`src/rtl/m_ext_pkg.sv`:
```
// Shared M-extension definitions: operation encoding, data width and the
// product word selector used by the multiplier final stage.
package m_ext_pkg;

   localparam int XLEN = 32;

   typedef enum logic [1:0] {
      MUL    = 2'd0,
      MULH   = 2'd1,
      MULHSU = 2'd2,
      MULHU  = 2'd3
   } mul_op_t;

   // Sign handling is resolved upstream, so all high-word ops share one path.
   function automatic logic [XLEN-1:0] select_word(input logic [2*XLEN-1:0] prod,
                                                   input mul_op_t op);
      logic [XLEN-1:0] word;
      case (op)
         MUL:                 word = prod[XLEN-1:0];
         MULH, MULHSU, MULHU: word = prod[2*XLEN-1:XLEN];
         default:             word = prod[2*XLEN-1:XLEN];
      endcase
      return word;
   endfunction

endpackage

```
`src/rtl/mul_final_stage_cpa64.sv`:
```
// Combinational 64-bit carry-propagate adder resolving the compressor output;
// isolated so the adder architecture can be swapped independently.
module cpa64 (
   input  logic [63:0] a,
   input  logic [63:0] b,
   output logic [63:0] sum
);

   assign sum = a + b;

endmodule

```
`src/rtl/mul_final_stage.sv`:
```
// Registered final stage of the Wallace-tree multiplier: captures the carry/sum
// pair, resolves it with a 64-bit add and delivers the selected product word.
module mul_final_stage
   import m_ext_pkg::*;
#(
   parameter int TAG_W = 5
) (
   input  logic              clk,
   input  logic              rst,
   input  logic              flush,
   input  logic              in_valid,
   output logic              in_ready,
   input  logic [63:0]       in_c,
   input  logic [63:0]       in_s,
   input  mul_op_t           in_op,
   input  logic [TAG_W-1:0]  in_tag,
   output logic              out_valid,
   input  logic              out_ready,
   output logic [XLEN-1:0]   out_result,
   output logic [TAG_W-1:0]  out_tag,
   output logic              busy
);

   // Carry bit 63 would land at weight 2^64 and is dropped, so it is not stored.
   logic              s1_valid_r;
   logic [62:0]       s1_c_r;
   logic [63:0]       s1_s_r;
   mul_op_t           s1_op_r;
   logic [TAG_W-1:0]  s1_tag_r;

   logic              s2_valid_r;
   logic [XLEN-1:0]   s2_result_r;
   logic [TAG_W-1:0]  s2_tag_r;

   logic              s2_adv_s;
   logic [63:0]       prod_s;

   assign s2_adv_s = !s2_valid_r || out_ready;
   // Combinational path from out_ready to in_ready: there is no skid buffer.
   assign in_ready = !rst && !flush && (!s1_valid_r || s2_adv_s);

   cpa64 u_cpa64 (
      .a   (s1_s_r),
      .b   ({s1_c_r, 1'b0}),
      .sum (prod_s)
   );

   // Stage 1: capture compressor vectors on accept.
   always_ff @(posedge clk) begin
      if (rst) begin
         s1_valid_r <= 1'b0;
         s1_c_r     <= 63'd0;
         s1_s_r     <= 64'd0;
         s1_op_r    <= MUL;
         s1_tag_r   <= '0;
      end else if (flush) begin
         s1_valid_r <= 1'b0;
      end else if (in_ready) begin
         s1_valid_r <= in_valid;
         s1_c_r     <= in_c[62:0];
         s1_s_r     <= in_s;
         s1_op_r    <= in_op;
         s1_tag_r   <= in_tag;
      end
   end

   // Stage 2: register the resolved, word-selected result.
   always_ff @(posedge clk) begin
      if (rst) begin
         s2_valid_r  <= 1'b0;
         s2_result_r <= '0;
         s2_tag_r    <= '0;
      end else if (flush) begin
         s2_valid_r  <= 1'b0;
      end else if (s2_adv_s) begin
         s2_valid_r  <= s1_valid_r;
         s2_result_r <= select_word(prod_s, s1_op_r);
         s2_tag_r    <= s1_tag_r;
      end
   end

   assign out_valid  = s2_valid_r;
   assign out_result = s2_result_r;
   assign out_tag    = s2_tag_r;
   assign busy       = s1_valid_r || s2_valid_r;

endmodule

```
`config.mk`:
```
export PLATFORM = sky130hd
export DESIGN_NAME = mul_final_stage
export DESIGN_NICKNAME = d
export VERILOG_FILES = /design/src/rtl/m_ext_pkg.sv /design/src/rtl/mul_final_stage_cpa64.sv /design/src/rtl/mul_final_stage.sv
export SDC_FILE = /design/constraint.sdc
export NUM_CORES = 1
export LEC_CHECK = 0
export ABC_AREA = 1
export CAP_MARGIN = 15
export CORE_AREA = 2 2 155 157
export CTS_BUF_LIST = sky130_fd_sc_hd__clkbuf_16
export DETAILED_ROUTE_END_ITERATION = 16
export DIE_AREA = 0 0 157 159
export PLACE_DENSITY = 0.75
export SYNTH_ARGS = -nofsm -noshare
export SYNTH_HDL_FRONTEND = slang
export SYNTH_HIERARCHICAL = 1
export SYNTH_SLANG_ARGS = --single-unit
export TNS_END_PERCENT = 30
```
`constraint.sdc`:
```
create_clock -name clk -period 2.06 [get_ports clk]
set_input_delay 0.618 -clock clk [delete_from_list [all_inputs] [get_ports clk]]
set_output_delay 0.618 -clock clk [all_outputs]
set_load 0.03 [all_outputs]
```
Word-level counts from Yosys, hierarchy flattened

Cells that the tools add are included.
W data, S select, Z words.

Bits of input ports: 140
Word-level logic and storage cells: 28
Register bits: 173
Output and inout bits: 40

Bitwise operators: 1
Muxes and demuxes: 1
Reductions and logical operators: 14
Equality and inequality tests: 3
Add/sub/neg operators: 1

Operator list:

| operator             | count |
|---|---|
| $add A64 B64 Y64     | 1 |
| $pmux W32 S2         | 1 |
| $eq A2 B2 Y1 const B | 2 |
| $logic_not A1 Y1     | 4 |
| $reduce_and A2 Y1    | 2 |
| $logic_or A1 B1 Y1   | 3 |
| $reduce_or A3 Y1     | 1 |
| $eq A2 B1 Y1 const B | 1 |
| $logic_and A1 B1 Y1  | 2 |
| $logic_not A2 Y1     | 1 |
| $reduce_or A2 Y1     | 1 |
| $not A1 Y1           | 1 |

Depth between registers and ports, before layout

Gate-level depths: netlist of the first run.

Depth in word-level cells: 5
Mapped depth: 18
Gate-level depth less buffers: 18

Hierarchy

Netlist of the first run, hierarchy kept.

By module, submodules not included:

| module          | cells an instance | sequential area each (sq um) | instances | area each (sq um) |
|---|---|---|---|---|
| mul_final_stage | 956               | 3463.3                       | 1         | 6676.4 |
| cpa64           | 1285              | 0.0                          | 1         | 5939.4 |

Least setup slack after synthesis of the first run

Ideal clock, no wire load.

Path type: reg2reg
From: reg s1_s_r[1]
To: reg s2_result_r[28], in the netlist out_result[28]
Stages on the path, launching flop included: 18
Arrival: 1.785 ns
Path buffers: 0
Library setup time: 0.112 ns
Setup slack: 0.163 ns
Data required time: 1.948 ns
Period minus slack after synthesis: 1.897 ns
Cells stage by stage: dfxtp_1 -> fa_1 -> nand3_1 -> nand3_2 -> nand2_1 -> nand2_2 -> nand2_1 -> nand2_1 -> nand2_1 -> nand2_2 -> nand2_1 -> nand2_1 -> nand2_1 -> nand2_1 -> nand2_1 -> nand2_1 -> nor2_1 -> nor2_1

Longest elaborated chain between the ends: 2

RTL lines:

| what                     | line                       | RTL |
|---|---|---|
| start: declaration       | mul_final_stage.sv:27      | `logic [63:0] s1_s_r;` |
| start signal: assignment | mul_final_stage.sv:61      | `s1_s_r <= in_s;` |
| $add A64 B64 Y64         | mul_final_stage_cpa64.sv:9 | `assign sum = a + b;` |
| net prod_s[60]           | mul_final_stage.sv:36      | `logic [63:0] prod_s;` |
| $pmux W32 S2             | m_ext_pkg.sv:18            | `case (op)` |
| end signal: assignment   | mul_final_stage.sv:77      | `s2_result_r <= select_word(prod_s, s1_op_r);` |
| end: declaration         | mul_final_stage.sv:32      | `logic [XLEN-1:0] s2_result_r;` |

The timed path passes the listed nets, and every way through them passes these cells.
A chain may end at the register's enable or synchronous reset.

Worst setup path in the final report of the first run

From: reg s1_c_r[10]
To: reg s2_result_r[8], in the netlist out_result[8]

Longest elaborated chain between the ends: 2

RTL lines:

| what                     | line                       | RTL |
|---|---|---|
| start: declaration       | mul_final_stage.sv:26      | `logic [62:0] s1_c_r;` |
| start signal: assignment | mul_final_stage.sv:60      | `s1_c_r <= in_c[62:0];` |
| $add A64 B64 Y64         | mul_final_stage_cpa64.sv:9 |  |
| net prod_s[40]           | mul_final_stage.sv:36      |  |
| $pmux W32 S2             | m_ext_pkg.sv:18            |  |

The timed path passes the listed nets, and every way through them passes these cells.

==> results.py, run 1 <==
metrics = {
    "route": {
        "wirelength_mm": 45.3,
        "vias": 14700,
        "drtAntennaViolNets": 0,
        "routed_via_density": 5.09,
        "drc": 0,
        "wl_per_cell_um": 15.7,
        "firstDrtPassIters": 8,
        "drtIter0Drc": 1094,
    },
    "global_routing": {
        "grt_pass1_vias": 13500,
        "overflow": 0,
        "grt_pass1_wl_mm": 66.7,
        "grt_start_max_net_pins": 81,
        "grt_antenna_before_repair": 0,
        "grt_usage_pct": 33.3,
    },
    "clock_tree": {
        "hold_buffers": 0,
        "tritoncts": "yes",
        "cts_sinks": 173,
        "cts_root_buffer": "clkbuf_16",
        "clkLatencyLatePin_ns": 0.44,
        "tritoncts.num_buffers": 17,
        "max-clock-path-buffers": 2,
        "clkTransAtPathRegs_ns": 0.08,
        "h-tree-depth": 4,
    },
    "logic_synthesis": {
        "synth_area_um2": 12600,
        "synth-seq-cells": 173,
        "yosysTopAreaCell": "nand2_1",
        "ys_warn_count": 6,
        "async_flop_share_pct": 0,
        "yosysSeqAreaShare_pct": 27.5,
        "syn_area_per_cell_um2": 5.63,
        "synth_common_cells": "992 x nand2_1, 389 x inv_1, 209 x nor2_1",
        "synthCells": 2241,
        "synth-main-ff-cell": "dfxtp_1",
        "yosysMostFrequentCell": "nand2_1",
        "synth_fp_nets": 2445,
        "synth_cell_types": 30,
        "synthTopCellsByArea": "nand2_1 30%, dfxtp_1 27%, inv_1 12%, nand3_1 7.2%, ha_1 6.2%",
        "yosysTopAreaCellShare_pct": 29.5,
        "synth_edf_count": 0,
    },
    "sta": {
        "worst_slack_ns": -0.246,
        "min_period_ns": 2.31,
        "slew_violations": 0,
        "rsz0062_at_grt": "true",
        "fmaxAchievable_ghz": 0.434,
        "skew_ns": 0.0142,
        "hold_viol": 0,
        "setup_viol": 29,
        "fin_worst_hold_slack_ns": 0.472,
        "fin_crit_sh_pct": 112,
    },
    "layout": {
        "stdcell_area_um2": 18500,
        "nFillCells": 1722,
        "fin_util_pct": 79.8,
        "final_nets": 2759,
        "area_growth_pct": 46.6,
        "stdcell_count": 2887,
        "layout-drive-gt1-share_pct": 26.8,
        "antenna_cells": 0,
    },
    "pwr": {
        "total_power_mw": 10.6,
        "intPower_mw": 6.77,
        "switching_share_pct": 36.3,
        "power.share.sequential_pct": 36.2,
        "irDropWorstVdd_mv": 0.705,
        "power_switching_mw": 3.86,
        "p_per_area_nw_per_um2": 574,
        "p_leak_nw": 10.1,
        "pwr-share-clk_pct": 31.3,
        "combPwrFrac_pct": 32.4,
    },
    "die": {
        "ioPinCount": 180,
        "initial_core_util_pct": 54.4,
        "die_h_um": 159,
        "die_w_um": 157,
        "fp.coreArea_um2": 23200,
        "dieArea_um2": 25000,
        "core.rowCount": 56,
    },
    "critical_path": {
        "crit_fanout": 5,
        "cp.required_ns": 2.37,
        "cp-end-kind": "flip-flop",
        "crit_type": "flip-flop to flip-flop",
        "crit_arrival_ns": 2.62,
        "crit_buf_inv": 0,
        "crit_chain": "ha_4, nand2_2, nor2_4, nand2_1, nor2_4, nand2_2, nand3_4, nand3_2, nand3_1, nand2_4, nand2_2, nand2_1, nor2_2, nor2_1",
        "start_kind": "flip-flop",
        "crit_top_cell": "nand2_2",
        "critical-path-top-delay-family": "simple AND/OR/NAND/NOR gates",
        "cp_slowest_stage_delay_ns": 0.34,
        "worst_path_max_delay_cell": "dfxtp_2",
    },
    "worst_hold_path": {
        "hp-class": "flip-flop to flip-flop",
    },
    "place": {
        "io_buffers": 178,
        "placed_cells": 2833,
        "post-dp-hpwl_mm": 31.6,
        "placed_cell_area_um2": 15800,
        "place_congestion": 0.968,
    },
    "flow_run": {
        "drv_cap": 0,
    },
    "status": {
        "violations": "setup timing",
        "outcome": "finished with violations",
    },
}
-- tightest hold or removal path: stages (launching register included) --
cell     delay [ns]
dfxtp_1        0.31
nand3_1        0.07
nand2_1        0.05
-- path summary, 6_finish.rpt --
check	from	endpoint	slack [ns]	cells past startpoint
max	s1_c_r[10]	out_result[8]	-0.25	14
min	s1_tag_r[2]	s1_tag_r[2]	0.47	2
max reg2reg	s1_c_r[10]	out_result[8]	-0.25	14
min reg2reg	s1_tag_r[2]	s1_tag_r[2]	0.47	2
-- cells in the final DEF (no fill, tap or decap), types with 13 or more instances in the layout --
master / instances
clkdlybuf4s50_1: 135
nand2_4: 34
inv_2: 18
nand3_2: 15
dfxtp_2: 76
clkbuf_16: 17
nand2_1: 849
nand4_1: 13
dlygate4sd2_1: 40
inv_1: 372
nor2_4: 30
nand2_2: 134
nor2_1: 139
nor2_2: 58
buf_6: 20
nand3_1: 170
ha_4: 51
buf_4: 147
a21oi_2: 28
dfxtp_1: 94
xor2_1: 29
-- per-layer routing --
| layer | routed length (µm) | vias to the layer above | track usage, % |
|---|---|---|---|
| li1 | - | 7312 | - |
| met1 | 18900 | 6715 | 41.1 |
| met2 | 22200 | 554 | 58.4 |
| met3 | 2580 | 118 | 4.57 |
| met4 | 1550 | 0 | 12.6 |
| met5 | 0 | - | 0 |
-- repair_timing --
| action | in CTS | in global routing |
|---|---|---|
| cloned | 0 | 0 |
| endpoints found under the hold margin | 0 | 0 |
| pin swaps | 75 | 106 |
| resized for setup | 306 | 258 |
| setup endpoints to repair | 71 | 34 |
| buffers inserted | 13 | 9 |
-- power by group through the flow --
stage / Combinational [mW] / Sequential, mW / Clock [mW]
floorplan: 1.42 / 3.92 / 0
global placement: 2.78 / 3.82 / 0
detailed placement: 2.83 / 3.83 / 0
CTS: 3.09 / 3.81 / 3.35
global route: 3.70 / 3.87 / 3.51
finish: 3.44 / 3.85 / 3.33
-- state kept, by name, summed over array words and instances, names as in the netlist --
signal / flops
out_tag: 5
s1_c_r: 63
out_result: 32
s1_tag_r: 5
s1_op_r: 2
out_valid: 1
s1_s_r: 64
s1_valid_r: 1
-- cells by family after synthesis --
logic type | after synthesis | synth area share [%]
adder cells (fa/ha/maj) | 64 | 6.41
AND/OR/NAND/NOR | 1468 | 47.7
other | 1 | 0.0297
flip-flops | 173 | 27.5
AO/OA/AOI/OAI | 53 | 2.19
buffers and inverters | 450 | 14.0
XOR/XNOR | 32 | 2.22
-- stage by stage --
stage | worst slack [ns] | setup TNS [ns]
floorplan | 0.163 | 0
global placement | -0.222 | -4.17
detailed placement | -0.276 | -9.73
CTS | -0.0895 | -0.492
global route | -0.316 | -6.27
finish | -0.246 | -1.95
-- layout make-up --
cell class              count  area (µm²)  share of cell area (%)
multi-input cells        1618        9230                    49.9
flip-flops and latches    173        3570                    19.3
repair buffers            353        3230                    17.5
inverters                 392        1480                    7.98
clock buffers              17         425                    2.30
well taps                 319         399                    2.16
clock inverters            15         168                   0.906
(Power assumes the default switching activity.)
==> run 2: changes to the inputs <==
DONT_BUFFER_PORTS = 1   (was unset)
PLACE_DENSITY = 0.66   (was 0.75)
==> results.py, run 2 (synthesis gave the netlist of run 1 again) <==
metrics = {
    "route": {
        "vias": 13600,
        "drc": 0,
        "drtAntennaViolNets": 0,
        "routed_via_density": 4.98,
        "firstDrtPassIters": 7,
        "drtIter0Drc": 927,
        "wirelength_mm": 41.2,
        "wl_per_cell_um": 15.1,
    },
    "critical_path": {
        "crit_fanout": 4,
        "start_kind": "flip-flop",
        "crit_top_cell": "nand2_4",
        "crit_buf_inv": 1,
        "crit_arrival_ns": 2.48,
        "cp_slowest_stage_delay_ns": 0.34,
        "crit_chain": "ha_4, nand2_4, nor2_4, inv_4, nor3_4, nand3_2, nand2_4, nand2_4, nand3_2, nand2_2, nand2_1, nand2_1, nor2_2, nor2_1",
        "critical-path-top-delay-family": "simple AND/OR/NAND/NOR gates",
        "cp.required_ns": 2.40,
        "worst_path_max_delay_cell": "dfxtp_2",
        "cp-end-kind": "flip-flop",
        "crit_type": "flip-flop to flip-flop",
    },
    "sta": {
        "min_period_ns": 2.14,
        "max_slew.worst_pin.slew_ns": 0.728,
        "hold_viol": 0,
        "fin_setup_tns_ns": -0.623,
        "rsz0062_at_grt": "true",
        "skew_ns": 0.0124,
        "fin_crit_sh_pct": 104,
        "slew_headroom_pct": 51.3,
        "slew_violations": 0,
        "fmaxAchievable_ghz": 0.467,
        "setup_viol": 17,
        "worst_slack_ns": -0.0799,
    },
    "layout": {
        "nFillCells": 1977,
        "layout-drive-gt1-share_pct": 30.3,
        "multiInputGateArea_um2": 9330,
        "top_register": "s1_s_r",
        "largest_reg_flops": 64,
        "regArea_um2": 3590,
        "area_growth_pct": 34.4,
        "final_cell_mix": "853 x nand2_1, 364 x inv_1, 183 x buf_4, 170 x nand3_1, 135 x nor2_1",
        "final_nets": 2598,
        "layout.cells.most_common": "nand2_1",
    },
    "clock_tree": {
        "tritoncts.num_buffers": 17,
        "cts_root_buffer": "clkbuf_16",
        "tritoncts": "yes",
        "h-tree-depth": 4,
        "cts_sinks": 173,
        "clkTransAtPathRegs_ns": 0.08,
        "max-clock-path-buffers": 2,
        "clkLatencyLatePin_ns": 0.44,
    },
    "place": {
        "place_congestion": 0.955,
        "post-dp-hpwl_mm": 30.7,
        "io_buffers": 0,
    },
    "flow_run": {
        "drv_cap": 0,
    },
    "global_routing": {
        "grt_pass1_wl_mm": 62.8,
        "grt_antenna_before_repair": 1,
        "grt_pass1_vias": 12500,
        "grt_usage_pct": 31.8,
        "grt_start_max_net_pins": 135,
        "overflow": 0,
    },
    "die": {
        "fp.coreArea_um2": 23200,
        "core.rowCount": 56,
        "die_w_um": 157,
        "die_h_um": 159,
        "initial_core_util_pct": 54.4,
        "dieArea_um2": 25000,
        "ioPinCount": 180,
    },
    "worst_hold_path": {
        "hp-class": "input pin to flip-flop",
    },
    "status": {
        "outcome": "finished with violations",
        "violations": "setup timing",
    },
    "pwr": {
        "total_power_mw": 10.3,
        "p_leak_nw": 9.33,
        "p_per_area_nw_per_um2": 606,
        "irDropWorstVdd_mv": 0.458,
    },
}
run 2: changes by cell type in the layout (fill, tap and decap cells not counted), sizes merged:
cell,delta
buf,+16
bufinv,+1
clkdlybuf4s15,-1
clkdlybuf4s50,-135
clkinv,+2
clkinvlp,-2
diode,+1
dlygate4sd2,-40
dlymetal6s2s,-1
inv,-1
run 2: per-stage QoR:
step / hold slack [ns] / instance area, µm² / worst slack [ns] / instances / util [%]
finish: 0.275 / 17000 / -0.0799 / 2727 / 73.1
global route: 0.273 / 16900 / -0.186 / 2726 / 73.1
CTS: 0.264 / 16000 / -0.0215 / 2713 / 68.9
detailed placement: 0.455 / 14100 / -0.280 / 2677 / 60.9
global placement: 0.450 / 14100 / -0.263 / 2677 / 60.9
floorplan: 0.440 / 12600 / 0.163 / 2241 / -
run 2: power breakdown:
part	internal, mW	total [mW]	switching, mW
clock network	1.76	3.40	1.65
registers	3.63	4.01	0.374
logic	1.20	2.86	1.66
total	6.59	10.3	3.68
run 2: metal layers:
metal	GRT usage [%]	wire (µm)	up-vias
met5	0	0	-
met2	56.7	20400	347
li1	-	-	6996
met1	40.0	17600	6181
met3	3.78	2150	62
met4	8.88	983	0
run 2: layout make-up:
class                           instances  share of cell area [%]
Multi-Input combinational cell       1618                    55.0
Sequential cell                       173                    21.2
Timing Repair Buffer                  192                    9.06
Inverter                              392                    8.72
Clock buffer                           17                    2.51
Tap cell                              319                    2.35
Clock inverter                         15                    1.14
Antenna cell                            1                  0.0148
run 2: worst register-to-register path, cell delays in order, from the launching register on:
cell	delay (ns)
dfxtp_2	0.34
ha_4	0.32
nand2_4	0.09
nor2_4	0.14
inv_4	0.05
nor3_4	0.31
nand3_2	0.15
nand2_4	0.13
nand2_4	0.06
nand3_2	0.06
nand2_2	0.06
nand2_1	0.07
nand2_1	0.07
nor2_2	0.14
nor2_1	0.05
run 2: repair_timing:
action / CTS / global route
hold buffers: 0 / 0
buffers inserted: 4 / 13
pin swaps: 34 / 99
endpoints found under the hold margin: 0 / 0
endpoints found under the setup margin: 32 / 32
resized for setup: 253 / 298
run 2: worst paths after layout:
check             depth (start not counted)         from  slack (ns)             end
hold reg to reg                           2  s1_tag_r[4]        0.46     s1_tag_r[4]
hold / removal                            2     in_s[52]        0.28      s1_s_r[52]
setup / recovery                         14   s1_c_r[21]       -0.08  out_result[10]
setup reg to reg                         14   s1_c_r[21]       -0.08  out_result[10]
